--- src/rtl/estimador_pkg.sv ---
// Shared constants and FSM state type for the estimator state-frame serializer.
package estimador_pkg;

  localparam int DATA_W = 32;
  localparam int NWORDS = 3;
  localparam int IDX_W  = 2;
  localparam int CNT_W  = 16;

  typedef enum logic [1:0] {
    IDLE = 2'd0,
    SEND = 2'd1,
    DONE = 2'd2
  } state_t;

endpackage

--- src/rtl/estimador_state_serializer_if.sv ---
// Frame-in / word-out handshake bundle of the state serializer.
// Both sides are valid/ready: a transfer happens on a rising edge where valid
// and ready are both high; valid must not drop and the payload must stay stable
// until that edge.
interface estimador_state_serializer_if #(
  parameter int DATA_W = estimador_pkg::DATA_W,
  parameter int IDX_W  = estimador_pkg::IDX_W
);

  logic              in_valid;
  logic              in_ready;
  logic [DATA_W-1:0] in_x0;
  logic [DATA_W-1:0] in_x1;
  logic [DATA_W-1:0] in_x2;
  logic              out_valid;
  logic              out_ready;
  logic [DATA_W-1:0] out_data;
  logic [IDX_W-1:0]  out_idx;

  modport slave (
    input  in_valid, in_x0, in_x1, in_x2, out_ready,
    output in_ready, out_valid, out_data, out_idx
  );

  modport master (
    output in_valid, in_x0, in_x1, in_x2, out_ready,
    input  in_ready, out_valid, out_data, out_idx
  );

endinterface

--- src/rtl/estimador_ser_word_mux.sv ---
// Combinational NWORDS:1 word selector; unused select codes yield zero.
module estimador_ser_word_mux #(
  parameter int DATA_W = estimador_pkg::DATA_W,
  parameter int NWORDS = estimador_pkg::NWORDS,
  parameter int IDX_W  = estimador_pkg::IDX_W
) (
  input  logic [DATA_W-1:0] words [NWORDS],
  input  logic [IDX_W-1:0]  sel,
  output logic [DATA_W-1:0] data
);

  always_comb begin
    data = '0;
    for (int i = 0; i < NWORDS; i++) begin
      if (sel == IDX_W'(i)) data = words[i];
    end
  end

endmodule

--- src/rtl/estimador_state_serializer.sv ---
// Captures one x0..x2 state frame and streams it out word by word with index,
// pulsing frame_done and counting frames after the last word is accepted.
module estimador_state_serializer #(
  parameter int DATA_W = estimador_pkg::DATA_W,
  parameter int NWORDS = estimador_pkg::NWORDS,
  parameter int IDX_W  = estimador_pkg::IDX_W,
  parameter int CNT_W  = estimador_pkg::CNT_W
) (
  input  logic                  ap_clk,
  input  logic                  ap_rst_n,
  estimador_state_serializer_if.slave bus,
  output logic                  frame_done,
  output logic                  busy,
  output logic [CNT_W-1:0]      frame_cnt,
  output estimador_pkg::state_t state_dbg
);

  import estimador_pkg::*;

  state_t            state_q;
  logic              in_ready_q;
  logic              out_valid_q;
  logic [IDX_W-1:0]  idx_q;
  logic              frame_done_q;
  logic              busy_q;
  logic [CNT_W-1:0]  frame_cnt_q;
  logic [DATA_W-1:0] word_q   [NWORDS];
  logic [DATA_W-1:0] in_words [NWORDS];
  logic [DATA_W-1:0] sel_data;
  logic              accept;

  // Map the frame input ports onto word slots; slots without a port read zero.
  always_comb begin
    for (int i = 0; i < NWORDS; i++) begin
      case (i)
        0:       in_words[i] = bus.in_x0;
        1:       in_words[i] = bus.in_x1;
        2:       in_words[i] = bus.in_x2;
        default: in_words[i] = '0;
      endcase
    end
  end

  assign accept = out_valid_q & bus.out_ready;

  always_ff @(posedge ap_clk or negedge ap_rst_n) begin
    if (!ap_rst_n) begin
      state_q      <= IDLE;
      in_ready_q   <= 1'b1;
      out_valid_q  <= 1'b0;
      idx_q        <= '0;
      frame_done_q <= 1'b0;
      busy_q       <= 1'b0;
      frame_cnt_q  <= '0;
      for (int i = 0; i < NWORDS; i++) word_q[i] <= '0;
    end else begin
      frame_done_q <= 1'b0;
      case (state_q)
        IDLE: begin
          if (bus.in_valid && in_ready_q) begin
            for (int i = 0; i < NWORDS; i++) word_q[i] <= in_words[i];
            idx_q       <= '0;
            in_ready_q  <= 1'b0;
            out_valid_q <= 1'b1;
            busy_q      <= 1'b1;
            state_q     <= SEND;
          end
        end
        SEND: begin
          if (accept) begin
            if (idx_q == IDX_W'(NWORDS - 1)) begin
              // Last word leaves: DONE cycle carries the pulse and new count.
              idx_q        <= '0;
              out_valid_q  <= 1'b0;
              frame_done_q <= 1'b1;
              frame_cnt_q  <= frame_cnt_q + CNT_W'(1);
              state_q      <= DONE;
            end else begin
              idx_q <= idx_q + IDX_W'(1);
            end
          end
        end
        DONE: begin
          in_ready_q <= 1'b1;
          busy_q     <= 1'b0;
          state_q    <= IDLE;
        end
        default: begin
          in_ready_q  <= 1'b1;
          out_valid_q <= 1'b0;
          busy_q      <= 1'b0;
          idx_q       <= '0;
          state_q     <= IDLE;
        end
      endcase
    end
  end

  estimador_ser_word_mux #(
    .DATA_W (DATA_W),
    .NWORDS (NWORDS),
    .IDX_W  (IDX_W)
  ) u_word_mux (
    .words (word_q),
    .sel   (idx_q),
    .data  (sel_data)
  );

  assign bus.in_ready  = in_ready_q;
  assign bus.out_valid = out_valid_q;
  assign bus.out_data  = sel_data;
  assign bus.out_idx   = idx_q;
  assign frame_done    = frame_done_q;
  assign busy          = busy_q;
  assign frame_cnt     = frame_cnt_q;
  assign state_dbg     = state_q;

endmodule

--- src/flat_wrapper.sv ---
// flat-port wrapper written by rule: the top's interface ports become plain ports
module estimador_state_serializer_flat import estimador_pkg::*;
#(
  parameter int DATA_W = estimador_pkg::DATA_W,
  parameter int NWORDS = estimador_pkg::NWORDS,
  parameter int IDX_W  = estimador_pkg::IDX_W,
  parameter int CNT_W  = estimador_pkg::CNT_W
)
  (ap_clk, ap_rst_n, frame_done, busy, frame_cnt, state_dbg, bus_in_valid, bus_in_x0, bus_in_x1, bus_in_x2, bus_out_ready, bus_in_ready, bus_out_valid, bus_out_data, bus_out_idx);
  estimador_state_serializer_if #(.DATA_W(DATA_W), .IDX_W(IDX_W)) bus_i ();
  input  logic ap_clk;
  input  logic ap_rst_n;
  output logic frame_done;
  output logic busy;
  output logic [CNT_W-1:0] frame_cnt;
  output estimador_pkg::state_t state_dbg;
  input wire logic [$bits(bus_i.in_valid)-1:0] bus_in_valid;
  input wire logic [$bits(bus_i.in_x0)-1:0] bus_in_x0;
  input wire logic [$bits(bus_i.in_x1)-1:0] bus_in_x1;
  input wire logic [$bits(bus_i.in_x2)-1:0] bus_in_x2;
  input wire logic [$bits(bus_i.out_ready)-1:0] bus_out_ready;
  output wire logic [$bits(bus_i.in_ready)-1:0] bus_in_ready;
  output wire logic [$bits(bus_i.out_valid)-1:0] bus_out_valid;
  output wire logic [$bits(bus_i.out_data)-1:0] bus_out_data;
  output wire logic [$bits(bus_i.out_idx)-1:0] bus_out_idx;
  assign bus_i.in_valid = bus_in_valid;
  assign bus_i.in_x0 = bus_in_x0;
  assign bus_i.in_x1 = bus_in_x1;
  assign bus_i.in_x2 = bus_in_x2;
  assign bus_i.out_ready = bus_out_ready;
  assign bus_in_ready = bus_i.in_ready;
  assign bus_out_valid = bus_i.out_valid;
  assign bus_out_data = bus_i.out_data;
  assign bus_out_idx = bus_i.out_idx;
  estimador_state_serializer #(.DATA_W(DATA_W), .NWORDS(NWORDS), .IDX_W(IDX_W), .CNT_W(CNT_W)) u_core (.ap_clk(ap_clk), .ap_rst_n(ap_rst_n), .bus(bus_i), .frame_done(frame_done), .busy(busy), .frame_cnt(frame_cnt), .state_dbg(state_dbg));
endmodule
--- config.mk ---
export PLATFORM = sky130hd
export DESIGN_NAME = estimador_state_serializer_flat
export DESIGN_NICKNAME = d
export VERILOG_FILES = /design/src/rtl/estimador_pkg.sv /design/src/rtl/estimador_state_serializer_if.sv /design/src/rtl/estimador_ser_word_mux.sv /design/src/rtl/estimador_state_serializer.sv /design/src/flat_wrapper.sv
export SDC_FILE = /design/constraint.sdc
export NUM_CORES = 1
export LEC_CHECK = 0
export ABC_CLOCK_PERIOD_IN_PS = 2000
export BUFFER_PORTS_ARGS = -buffer_cell sky130_fd_sc_hd__clkbuf_2
export CORE_AREA = 4 4 114 116
export DETAILED_ROUTE_END_ITERATION = 7
export DIE_AREA = 0 0 118 120
export HOLD_SLACK_MARGIN = 0.1
export PLACE_DENSITY = 0.77
export SETUP_SLACK_MARGIN = 0.15
export SYNTH_ARGS = -nofsm -noshare
export SYNTH_HDL_FRONTEND = slang
export SYNTH_SLANG_ARGS = --single-unit
--- constraint.sdc ---
create_clock -name ap_clk -period 2 [get_ports ap_clk]
set_clock_uncertainty 0.05 [all_clocks]
set_input_delay 0.4 -clock ap_clk [delete_from_list [all_inputs] [get_ports ap_clk]]
set_output_delay 0.4 -clock ap_clk [all_outputs]
set_load 0.02 [all_outputs]
==> reports/results.env, run 1 <==
FP.DIEAREA_UM2=14160
START_UTIL_PCT=44.47
CORE_OUTLINE_AREA_UM2=11910
DPL.CELL_COUNT=893
DRCVIOLATIONCOUNT=0
GRT_OVERFLOW=0
VIAS_IN_THE_FIRST_GLOBAL_ROUTE=4502
TIGHTESTPINTRANSITION_NS=0.3570
HOLDCRITPATHCLASS='in -> reg'
MULTIINPUTGATEAREA_UM2=2328
WORST_EP_REQUIRED_TIME_NS=1.55
FINAL.SETUP.WORST_SLACK_NS=-0.06557
DETAIL_ROUTE.FIRST_PASS.ITERATIONS=4
TOP_CELL_TYPE_S_SHARE_OF_SYNTHESIZED_AREA_PCT=56.21
ROUTABILITYCONGESTION=0.7697
INSTANCES_NO_FILL=936
ANTENNA_FOUND_INITIAL=1
POWER_REPORT.INTERNAL_TOTAL_W=0.004774
GROUTE.USAGE.OVERALL_PCT=19.77
SYN-NUM-NETS=712
ROUTED-VIA-COUNT=4594
PLACE_AREA_UM2=6431
WIRE_LENGTH_OF_THE_FIRST_GLOBAL_ROUTING_PASS_MM=22.23
GRT_MAX_DEGREE=76
PLACEMENT_ROWS=40
VIOLATIONS='negative setup slack'
POST_SYNTHESIS_INSTANCE_AREA_UM2=5298
FINAL-HOLD-VIOLATION-COUNT=0
PIN_COUNT=156
CTS_INSERTED_BUFFERS=17
SLEW_VIOL_FINAL=0
ROUTE.DETAILED.VIAS_PER_INST=4.908
PWR-SHARE-SEQ_PCT=41.1
MAX_CAP_VIOLATIONS=0
DIE_X_UM=118
NUMBER_OF_FAILING_SETUP_ENDPOINTS_IN_THE_FINAL_TIMING_REPORT=31
STATIC-LEAKAGE-POWER_nW=4.058
WHS_NS=0.1262
REG2REG_DEPTH=5
YOSYSTOPAREACELL='sky130_fd_sc_hd__dfrtp_1'
YS.WARNINGS.COUNT=0
POWER.DENSITY_nW_PER_UM2=789.7
CRIT-REG2REG-LAUNCH='u_core.bus.out_idx[1]$_DFFE_PN0P_'
RESULT_OF_THE_RUN='finished with violations'
CRIT_PATH_END='bus_out_data[9]'
PORTBUFFERS=155
ANTENNA_CELLS_INSERTED=0
GRT_SETUP_UNREPAIRED='true'
CLOCK_TREE.HTREE_LEVEL_COUNT=4
DETAILEDROUTE.FIRSTITERATIONVIOLATIONS=320
TIMING.SLEW.HEADROOM_PCT=76.20
SYNTH_CELL_TYPES=30
CRITPATHLAUNCH='u_core.bus.out_idx[1]$_DFFE_PN0P_'
TRITONCTS='built'
MOSTFREQUENTLAYOUTCELL='sky130_fd_sc_hd__nand2_1'
NETLIST_INSTANCES=611
R2R_SETUP_SLACK_NS=0.20
TIMING.RR.END='u_core.frame_cnt[13]$_DFFE_PN0P_'
MOSTFREQUENTLAYOUTCELLS='326 x sky130_fd_sc_hd__nand2_1, 124 x sky130_fd_sc_hd__clkbuf_2, 117 x sky130_fd_sc_hd__dfrtp_1, 29 x sky130_fd_sc_hd__o21ai_2, 25 x sky130_fd_sc_hd__mux2i_1'
CLOCKBUFFERDEPTH=2
FINAL_NET_COUNT=877
AVG_CELL_AREA_SYN_UM2=8.670
POWER.SHARE.COMBINATIONAL_PCT=2.7
SWITCHING_SHARE_PCT=19.26
DRT.ANTENNA.VIOLATING_NETS=0
MAX_FREQ_GHz=0.4841
CTS_NUM_SINKS=120
POWER.CLOCK.FRACTION_PCT=56.2
WL_PER_CELL_UM=14.73
NUMBER_OF_CELLS_TRAVERSED_BY_THE_WORST_HOLD_PATH=3
FINALCRITICALPERIOD_NS=2.066
WORST_SETUP_SLACK_BEFORE_CLOCK_TREE_SYNTHESIS_NS=0.2754
CTS_ROOT_BUFFER='sky130_fd_sc_hd__clkbuf_16'
DRT_WL_TOTAL_MM=13.79
LAYOUT.AREA.SEQ_UM2=3007
VDD_IR_DROP_MAX_mV=0.5381
DP.FINAL_HPWL_MM=8.893
YS_SEQ_AREA_SHARE_PCT=56.71
AREA_GROWTH_SYN_TO_LAYOUT_PCT=41.33
WORST_SETUP_PATH_END_KIND='primary output'
YS_FF_LATCH=120
POWER.NET_SWITCHING_W=0.001139
FILLERS=1015
CRITICALPATHCATEGORY='reg -> out'
WORST_SKEW_PAIR.LATE_LATENCY_NS=0.41
WORST_SETUP_HOLD_PATH_CLK_SLEW_NS=0.05
CRITPATHARRIVALTIME_NS=1.62
CP_MAX_FO=19
NETLIST_TOP_CELLS_AREA='sky130_fd_sc_hd__dfrtp_1 56%, sky130_fd_sc_hd__nand2_1 23%, sky130_fd_sc_hd__mux2i_1 6.0%'
CRITICAL_PATH.STARTPOINT_TYPE='flip-flop'
LAYOUT-DRIVE-GT1-SHARE_PCT=32.83
FLOORPLAN.DIE.HEIGHT_UM=120
POSTLAYOUTCELLAREA_UM2=7487
TIMING.FINAL.CRIT_SHARE_PCT=103.3
state kept, by name, summed over array words and instances (netlist names):
signal and count:
u_core.word_q 96, u_core.frame_cnt 16, u_core.bus.out_idx 2, u_core.state_dbg 2, u_core.bus.in_ready 1, u_core.bus.out_valid 1, u_core.busy 1, u_core.frame_done 1
critical path, stage by stage, from the launching register on:
cell	delay [ns]
sky130_fd_sc_hd__dfrtp_2	0.45
sky130_fd_sc_hd__buf_12	0.24
sky130_fd_sc_hd__mux2i_2	0.29
sky130_fd_sc_hd__o21ai_2	0.07
sky130_fd_sc_hd__buf_4	0.16
kinds of logic (layout without fill, tap and decap cells):
group                    count (synthesis)  count (layout)  synth area share, %
XOR/XNOR                                15              15                2.480
AO/OA/AOI/OAI                           39              39                3.921
multiplexers                            33              33                6.259
flip-flops                             120             120                56.71
AND/OR/NAND/NOR                        366             366                27.54
adder cells (fa/ha/maj)                  1               1               0.2361
buffers and inverters                   37             215                2.858
worst min-delay path by stage:
stage,slack [ns],endpoint,start
floorplan,0.05,u_core.bus.out_idx[0]$_DFFE_PN0P_,ap_rst_n
global placement,0.38,u_core.word_q[39]$_DFFE_PN0P_,ap_rst_n
detailed placement,0.39,u_core.word_q[39]$_DFFE_PN0P_,ap_rst_n
CTS,0.11,u_core.word_q[2]$_DFFE_PN0P_,bus_in_x2[2]
global route,0.11,u_core.word_q[79]$_DFFE_PN0P_,bus_in_x0[15]
finish,0.13,u_core.word_q[78]$_DFFE_PN0P_,bus_in_x0[14]
layout make-up:
| class | instances | area share, % |
|---|---|---|
| clock inverter | 13 | 2.674 |
| timing repair buffer | 181 | 17.46 |
| tap | 147 | 2.457 |
| multi-input combinational | 454 | 31.10 |
| clock buffer | 19 | 6.049 |
| inverter | 2 | 0.1003 |
| sequential | 120 | 40.16 |
Yosys cell counts:
library cell,instances
sky130_fd_sc_hd__nand3_1,10
sky130_fd_sc_hd__and3b_1,1
sky130_fd_sc_hd__or3b_4,1
sky130_fd_sc_hd__and4b_1,1
sky130_fd_sc_hd__nor4_1,2
sky130_fd_sc_hd__clkbuf_1,22
sky130_fd_sc_hd__buf_2,9
sky130_fd_sc_hd__nand2_1,326
sky130_fd_sc_hd__dfrtp_1,119
sky130_fd_sc_hd__mux2i_1,32
sky130_fd_sc_hd__nor4_4,1
sky130_fd_sc_hd__o21ai_0,35
sky130_fd_sc_hd__nor2b_1,1
sky130_fd_sc_hd__o2bb2ai_1,2
sky130_fd_sc_hd__mux2_2,1
sky130_fd_sc_hd__nor3_1,4
sky130_fd_sc_hd__nand4_1,4
sky130_fd_sc_hd__nor2_1,10
sky130_fd_sc_hd__a31oi_1,1
sky130_fd_sc_hd__clkbuf_2,1
sky130_fd_sc_hd__xor2_1,8
sky130_fd_sc_hd__inv_1,2
sky130_fd_sc_hd__and2b_1,1
sky130_fd_sc_hd__ha_1,1
sky130_fd_sc_hd__nand2b_1,2
sky130_fd_sc_hd__dfstp_2,1
sky130_fd_sc_hd__buf_1,3
sky130_fd_sc_hd__a32oi_1,1
sky130_fd_sc_hd__and3_1,2
sky130_fd_sc_hd__xnor2_1,7
metal layers:
layer	GRT usage, %	part of all wire [%]	up-vias
met5	0	0.058	-
met4	6.593	1.2	2
met3	6.550	6.6	17
met2	31.76	48	148
met1	25.28	44	2151
li1	-	-	2276
power groups by stage:
stage                     Clock [W]  Sequential, W  Combinational [W]
after global routing        0.00352        0.00243           0.000184
after CTS                   0.00339        0.00243           0.000164
after floorplan                   0        0.00247         0.00000218
after global placement            0        0.00247           0.000161
final                       0.00332        0.00243           0.000161
after detailed placement          0        0.00247           0.000161
per-stage QoR:
stage | utilization (%) | total power [W] | setup TNS [ns]
6_report | 62.86 | 0.005913 | -1.379
5_1_grt | 62.86 | 0.006129 | -3.928
4_1_cts | 61.51 | 0.005988 | -1.724
3_5_place_dp | 53.99 | 0.002633 | 0
3_3_place_gp | 53.99 | 0.002633 | 0
2_1_floorplan | - | 0.002475 | 0
what timing repair did:
| item | CTS | global route |
|---|---|---|
| gates cloned | 1 | 2 |
| hold endpoints to repair | 119 | 0 |
| hold buffers | 1 | 0 |
| pin swaps | 0 | 2 |
| setup endpoints to repair | 33 | 39 |
| resized for setup | 50 | 39 |
| buffers inserted | 2 | 5 |
Note: power is estimated with default switching activity, not from simulation.
==> inputs of run 2 (changes only) <==
--- a/config.mk
+++ b/config.mk
@@ -12,6 +12,7 @@
 export DIE_AREA = 0 0 118 120
 export HOLD_SLACK_MARGIN = 0.1
 export PLACE_DENSITY = 0.77
+export REMOVE_ABC_BUFFERS = 1
 export SETUP_SLACK_MARGIN = 0.15
 export SYNTH_ARGS = -nofsm -noshare
 export SYNTH_HDL_FRONTEND = slang
==> run 2 against run 1 <==
Effect of this change:
- the run still ends with negative setup slack left
- die area stayed put
- combinational power shrank 2%
- count of clock-buffer cells in the layout unchanged
- sequential power is essentially flat
- flip-flop and latch count unchanged
- power shrank 4.9%
- critical path type unchanged
- critical endpoint is now bus_out_data[15]
==> reports/results.env, run 2 (synthesized netlist as in run 1, its figures left out) <==
CORE_OUTLINE_AREA_UM2=11910
GRT_OVERFLOW=0
CRITPATHARRIVALTIME_NS=1.58
DP.FINAL_HPWL_MM=8.788
POWER.CLOCK.FRACTION_PCT=54.0
FINAL_NET_COUNT=869
WORST_SETUP_PATH_END_KIND='primary output'
FINISH.UTILIZATION_PCT=59.21
GROUTE.USAGE.OVERALL_PCT=18.10
ROUTED-VIA-COUNT=4542
ANTENNA_CELLS_INSERTED=0
WIRE_LENGTH_OF_THE_FIRST_GLOBAL_ROUTING_PASS_MM=21.05
HOLDCRITPATHCLASS='in -> reg'
SLEW_VIOL_FINAL=0
TIMING.FINAL.CRIT_SHARE_PCT=101.6
VIOLATIONS='negative setup slack'
FLOORPLAN.DIE.HEIGHT_UM=120
MAX_CAP_VIOLATIONS=0
ROUTE.DETAILED.VIAS_PER_INST=4.894
DRT.ANTENNA.VIOLATING_NETS=0
DETAILEDROUTE.FIRSTITERATIONVIOLATIONS=286
POWER.NET_SWITCHING_W=0.001132
DPL.CELL_COUNT=893
AREA_GROWTH_SYN_TO_LAYOUT_PCT=33.14
CRITICAL_PATH.STARTPOINT_TYPE='flip-flop'
MOSTFREQUENTLAYOUTCELLS='326 x sky130_fd_sc_hd__nand2_1, 127 x sky130_fd_sc_hd__clkbuf_2, 117 x sky130_fd_sc_hd__dfrtp_1, 31 x sky130_fd_sc_hd__mux2i_1, 20 x sky130_fd_sc_hd__o21ai_0'
FILLERS=1041
LARGEST_REGISTER_FFS=96
CP_MAX_FO=12
POWER.DENSITY_nW_PER_UM2=797.0
FINAL-HOLD-VIOLATION-COUNT=0
TRITONCTS='built'
CTS_INSERTED_BUFFERS=17
DRT_WL_TOTAL_MM=12.54
WORST_EP_REQUIRED_TIME_NS=1.55
RESULT_OF_THE_RUN='finished with violations'
CLOCK_TREE.HTREE_LEVEL_COUNT=4
START_UTIL_PCT=44.47
FP.DIEAREA_UM2=14160
WORST_SKEW_PAIR.LATE_LATENCY_NS=0.39
GRT_SETUP_UNREPAIRED='true'
POWER.SHARE.COMBINATIONAL_PCT=2.8
FINAL.SETUP.WORST_SLACK_NS=-0.03283
DETAIL_ROUTE.FIRST_PASS.ITERATIONS=5
VDD_IR_DROP_MAX_mV=0.4771
POWER_REPORT.INTERNAL_TOTAL_W=0.004489
CTS_NUM_SINKS=120
PWR-SHARE-SEQ_PCT=43.2
NUMBER_OF_CELLS_TRAVERSED_BY_THE_WORST_HOLD_PATH=3
PIN_COUNT=156
LAYOUT.AREA.SEQ_UM2=3007
WORST_SETUP_HOLD_PATH_CLK_SLEW_NS=0.05
INSTANCES_NO_FILL=928
CRITICALPATHCATEGORY='reg -> out'
MULTIINPUTGATEAREA_UM2=2186
FINALCRITICALPERIOD_NS=2.033
NUMBER_OF_FAILING_SETUP_ENDPOINTS_IN_THE_FINAL_TIMING_REPORT=17
GRT_MAX_DEGREE=58
MAX_FREQ_GHz=0.4919
CLOCKBUFFERDEPTH=2
ANTENNA_FOUND_INITIAL=0
SWITCHING_SHARE_PCT=20.14
LARGEST-REGISTER='u_core.word_q'
MOSTFREQUENTLAYOUTCELL='sky130_fd_sc_hd__nand2_1'
PLACEMENT_ROWS=40
LAYOUT-DRIVE-GT1-SHARE_PCT=27.78
VIAS_IN_THE_FIRST_GLOBAL_ROUTE=4568
WL_PER_CELL_UM=13.51
TIGHTESTPINTRANSITION_NS=0.4710
ROUTABILITYCONGESTION=0.8570
TIMING.SLEW.HEADROOM_PCT=68.60
PORTBUFFERS=155
CTS_ROOT_BUFFER='sky130_fd_sc_hd__clkbuf_16'
STATIC-LEAKAGE-POWER_nW=3.887
DRCVIOLATIONCOUNT=0
DIE_X_UM=118
REG2REG_DEPTH=5
==> run 2: cell types whose count changed in the layout (fill, tap and decap cells not counted), sizes merged <==
cell / change
bufinv: -2
clkinv: +2
buf: -7
clkbuf: -1
==> run 2: final cells by class <==
| cell class | instances | share of cell area, % |
|---|---|---|
| clock buffer | 19 | 6.280 |
| clock inverter | 13 | 2.182 |
| timing repair buffer | 173 | 15.20 |
| tap | 147 | 2.608 |
| multi-input combinational | 454 | 30.99 |
| sequential | 120 | 42.63 |
| inverter | 2 | 0.1064 |
==> run 2: repair_timing <==
action | CTS | global route
setup buffers | 1 | 1
endpoints found under the hold margin | 34 | 0
cloned | 0 | 0
pin swaps | 4 | 6
hold buffers | 1 | 0
setup endpoints to repair | 33 | 41
gates resized for setup | 36 | 23
==> run 2: worst max-delay path: stages, from the launching register on <==
cell and delay (ns):
sky130_fd_sc_hd__dfrtp_2 0.47, sky130_fd_sc_hd__buf_8 0.18, sky130_fd_sc_hd__mux2i_1 0.13, sky130_fd_sc_hd__o21ai_0 0.19, sky130_fd_sc_hd__clkbuf_2 0.21
==> run 2: metal layers <==
metal	routed length (um)	GRT usage (%)	share of wire (%)
met3	787	5.184	6.3
met2	5985	29.50	48
met4	128	5.348	1.0
met1	5637	23.62	45
met5	0	0	0
==> run 2: final timing paths <==
path	startpoint	endpoint	slack, ns
min in group asynchronous	ap_rst_n	u_core.frame_cnt[15]$_DFFE_PN0P_	0.46
max reg2reg	u_core.bus.out_idx[1]$_DFFE_PN0P_	u_core.frame_cnt[13]$_DFFE_PN0P_	0.18
min reg2reg	u_core.word_q[47]$_DFFE_PN0P_	u_core.word_q[47]$_DFFE_PN0P_	0.42
min	bus_in_x2[22]	u_core.word_q[22]$_DFFE_PN0P_	0.14
max	u_core.bus.out_idx[1]$_DFFE_PN0P_	bus_out_data[15]	-0.03
max in group asynchronous	ap_rst_n	u_core.bus.in_ready$_DFFE_PN1P_	0.82
==> run 2: power by group through the flow <==
stage	Clock, W	Sequential (W)	Combinational [W]
finish	0.00303	0.00243	0.000157
global route	0.00322	0.00243	0.000181
CTS	0.00310	0.00243	0.000162
detailed placement	0	0.00247	0.000159
global placement	0	0.00247	0.000159
floorplan	0	0.00247	0.00000218
==> run 2: through the flow <==
stage	hold WS, ns	instance area (um^2)	total power (W)	setup TNS (ns)	setup WS [ns]
after floorplan	0.05441	5154	0.002475	-143.55	-1.260
after global placement	0.3419	6339	0.002631	0	0.2227
after detailed placement	0.3415	6339	0.002631	0	0.2025
after CTS	0.1195	7018	0.005692	-1.411	-0.07948
after global routing	0.1205	7053	0.005832	-2.914	-0.1174
final	0.1373	7053	0.005622	-0.2364	-0.03283
==> inputs of run 3 (changes only) <==
--- a/config.mk
+++ b/config.mk
@@ -5,13 +5,13 @@
 export SDC_FILE = /design/constraint.sdc
 export NUM_CORES = 1
 export LEC_CHECK = 0
-export ABC_CLOCK_PERIOD_IN_PS = 2000
+export ABC_CLOCK_PERIOD_IN_PS = 1810
 export BUFFER_PORTS_ARGS = -buffer_cell sky130_fd_sc_hd__clkbuf_2
 export CORE_AREA = 4 4 114 116
 export DETAILED_ROUTE_END_ITERATION = 7
 export DIE_AREA = 0 0 118 120
 export HOLD_SLACK_MARGIN = 0.1
-export PLACE_DENSITY = 0.77
+export PLACE_DENSITY = 0.8
 export REMOVE_ABC_BUFFERS = 1
 export SETUP_SLACK_MARGIN = 0.15
 export SYNTH_ARGS = -nofsm -noshare
==> constraint.sdc (replaced) <==
create_clock -name ap_clk -period 1.81 [get_ports ap_clk]
set_clock_uncertainty 0.05 [all_clocks]
set_input_delay 0.362 -clock ap_clk [delete_from_list [all_inputs] [get_ports ap_clk]]
set_output_delay 0.362 -clock ap_clk [all_outputs]
set_load 0.02 [all_outputs]
==> run 3 against run 2 <==
Effect of this change:
- the run still ends with negative setup slack left
- sequential power rose by 11%
- final cell count up 10%
- global-route usage is 5.5 points higher
- worst hold slack worse by 0.030 ns
- non-clock buffer count up 99
- setup slack lost 0.20 ns
- die area is the same
- critical path depth up 1
- sequential share of layout area decreased by 7.3 points
- utilization rose by 12 points
- critical path type unchanged
- critical endpoint is now bus_out_data[23]
- highest routed layer unchanged
==> reports/results.env, run 3 (synthesized netlist as in run 1, its figures left out) <==
FINAL.SETUP.TNS_NS=-6.684
FLOORPLAN.DIE.HEIGHT_UM=120
ANTENNA_CELLS_INSERTED=0
WORST_SETUP_PATH_END_KIND='primary output'
CTS_ROOT_BUFFER='sky130_fd_sc_hd__clkbuf_16'
ANTENNA_FOUND_INITIAL=0
WL_PER_CELL_UM=16.57
VDD_IR_DROP_MAX_mV=0.5486
CTS_NUM_SINKS=120
WORST_SKEW_PAIR.LATE_LATENCY_NS=0.41
GROUTE.USAGE.OVERALL_PCT=23.59
MAX_CAP_VIOLATIONS=0
FINAL_NET_COUNT=968
MOSTFREQUENTLAYOUTCELL='sky130_fd_sc_hd__nand2_1'
WORST_SETUP_HOLD_PATH_CLK_SLEW_NS=0.05
FINALCRITICALPERIOD_NS=2.040
FINALPOWER_W=0.006034
DRCVIOLATIONCOUNT=0
TIMING.FINAL.CRIT_SHARE_PCT=112.7
WORST_EP_REQUIRED_TIME_NS=1.40
RESULT_OF_THE_RUN='finished with violations'
FP.DIEAREA_UM2=14160
MOSTFREQUENTLAYOUTCELLS='307 x sky130_fd_sc_hd__nand2_1, 120 x sky130_fd_sc_hd__clkbuf_2, 117 x sky130_fd_sc_hd__dfrtp_1, 79 x sky130_fd_sc_hd__dlygate4sd3_1, 26 x sky130_fd_sc_hd__mux2i_1'
GRT_SETUP_UNREPAIRED='true'
ROUTABILITYCONGESTION=0.8787
DRT.ANTENNA.VIOLATING_NETS=0
POWER.DENSITY_nW_PER_UM2=709.6
HOLDCRITPATHCLASS='in -> reg'
CTS_INSERTED_BUFFERS=17
CLOCKBUFFERDEPTH=2
CLOCK_TREE.HTREE_LEVEL_COUNT=4
DETAIL_ROUTE.FIRST_PASS.ITERATIONS=6
WORST_SETUP_SLACK_BEFORE_CLOCK_TREE_SYNTHESIS_NS=0.03481
VIAS_IN_THE_FIRST_GLOBAL_ROUTE=5408
SLEW_VIOL_FINAL=0
CRITPATHARRIVALTIME_NS=1.63
FILLERS=825
ROUTE.DETAILED.VIAS_PER_INST=5.136
CP_SLOWEST_STAGE_DELAY_NS=0.43
GRT_OVERFLOW=0
LAYOUT-DRIVE-GT1-SHARE_PCT=32.31
FINAL.SETUP.WORST_SLACK_NS=-0.2304
LARGEST_REGISTER_FFS=96
TIGHTESTPINTRANSITION_NS=0.3894
CP_CELL_SEQUENCE='buf_6, clkbuf_16, mux2i_4, o21ai_2, buf_6'
WORST_PATH_MOST_REPEATED_CELL='sky130_fd_sc_hd__buf_6'
DIE_X_UM=118
STATIC-LEAKAGE-POWER_nW=4.593
TRITONCTS='built'
CRITICAL_PATH.STARTPOINT_TYPE='flip-flop'
CORE_OUTLINE_AREA_UM2=11910
LARGEST-REGISTER='u_core.word_q'
TIMING.SLEW.HEADROOM_PCT=73.85
GRT_MAX_DEGREE=65
MAX_FREQ_GHz=0.4901
DRT_WL_TOTAL_MM=16.95
WHS_NS=0.1076
FINAL-HOLD-VIOLATION-COUNT=0
PLACEMENT_ROWS=40
WIRE_LENGTH_OF_THE_FIRST_GLOBAL_ROUTING_PASS_MM=26.57
ROUTED-VIA-COUNT=5254
CP_MAX_FO=6
VIOLATIONS='negative setup slack'
AREA_GROWTH_SYN_TO_LAYOUT_PCT=60.51
DP.FINAL_HPWL_MM=9.010
CRIT_SLOWEST_CELL='sky130_fd_sc_hd__dfrtp_2'
DETAILEDROUTE.FIRSTITERATIONVIOLATIONS=414
FINISH.UTILIZATION_PCT=71.39
START_UTIL_PCT=44.47
PIN_COUNT=156
NUMBER_OF_FAILING_SETUP_ENDPOINTS_IN_THE_FINAL_TIMING_REPORT=39
PORTBUFFERS=155
CRITICALPATHCATEGORY='reg -> out'
run 3: changes by cell type in the layout (fill, tap and decap cells not counted), moves of 9 or more:
cell,delta
sky130_fd_sc_hd__dlygate4sd3_1,+78
sky130_fd_sc_hd__buf_6,+24
sky130_fd_sc_hd__clkbuf_4,-14
sky130_fd_sc_hd__buf_4,+9
sky130_fd_sc_hd__nand2_2,+13
sky130_fd_sc_hd__nand2_1,-19
sky130_fd_sc_hd__o21ai_2,+20
sky130_fd_sc_hd__o21ai_0,-17
run 3: final timing paths:
path	startpoint	to	slack [ns]	cells after the start
worst max register to register	u_core.bus.out_idx[1]$_DFFE_PN0P_	u_core.frame_cnt[13]$_DFFE_PN0P_	-0.12	6
min in group asynchronous	ap_rst_n	u_core.word_q[44]$_DFFE_PN0P_	0.44	3
worst min-delay path	bus_in_x0[30]	u_core.word_q[94]$_DFFE_PN0P_	0.11	3
worst min register to register	u_core.word_q[79]$_DFFE_PN0P_	u_core.word_q[79]$_DFFE_PN0P_	0.42	2
max in group asynchronous	ap_rst_n	u_core.bus.in_ready$_DFFE_PN1P_	0.94	3
worst max-delay path	u_core.bus.out_idx[1]$_DFFE_PN0P_	bus_out_data[23]	-0.23	5
run 3: layer usage:
layer | routed length (um) | global-route usage, %
met1 | 6866 | 28.81
met2 | 8786 | 40.03
met3 | 941 | 5.514
met4 | 355 | 10.40
met5 | 0 | 0
run 3: timing repair:
| action | CTS | global route |
|---|---|---|
| gates cloned | 4 | 2 |
| endpoints found under the hold margin | 197 | 0 |
| buffers inserted | 12 | 2 |
| gates resized for setup | 115 | 104 |
| pin swaps | 24 | 10 |
| setup endpoints to repair | 42 | 105 |
| hold buffers | 79 | 0 |
run 3: where the power goes:
group / internal [W] / total, W / switching, W
Combinational: 0.000198 / 0.000323 / 0.000125
Sequential: 0.00269 / 0.00269 / 0
Clock: 0.00191 / 0.00302 / 0.00111
run 3: worst max-delay path: cells and delay by family (launching register included):
family          cells  cell delay [ns]
compound gates      1             0.15
buf+inv             3             0.45
mux                 1             0.19
flops               1             0.43
run 3: per-stage QoR:
step,std cells,cell area [um^2]
global placement,896,6365
global route,1023,8503
floorplan,576,5154
detailed placement,896,6365
CTS,1019,8147
finish,1023,8503
run 3: layout make-up:
class / instances / area [um^2] / share of cell area (%)
sequential: 120 / 3007 / 35.36
multi-input combinational: 454 / 2434 / 28.62
timing repair buffer: 272 / 2354 / 27.68
clock buffer: 23 / 467.9 / 5.503
tap: 147 / 183.9 / 2.163
clock inverter: 5 / 50.05 / 0.5886
inverter: 2 / 7.507 / 0.08829
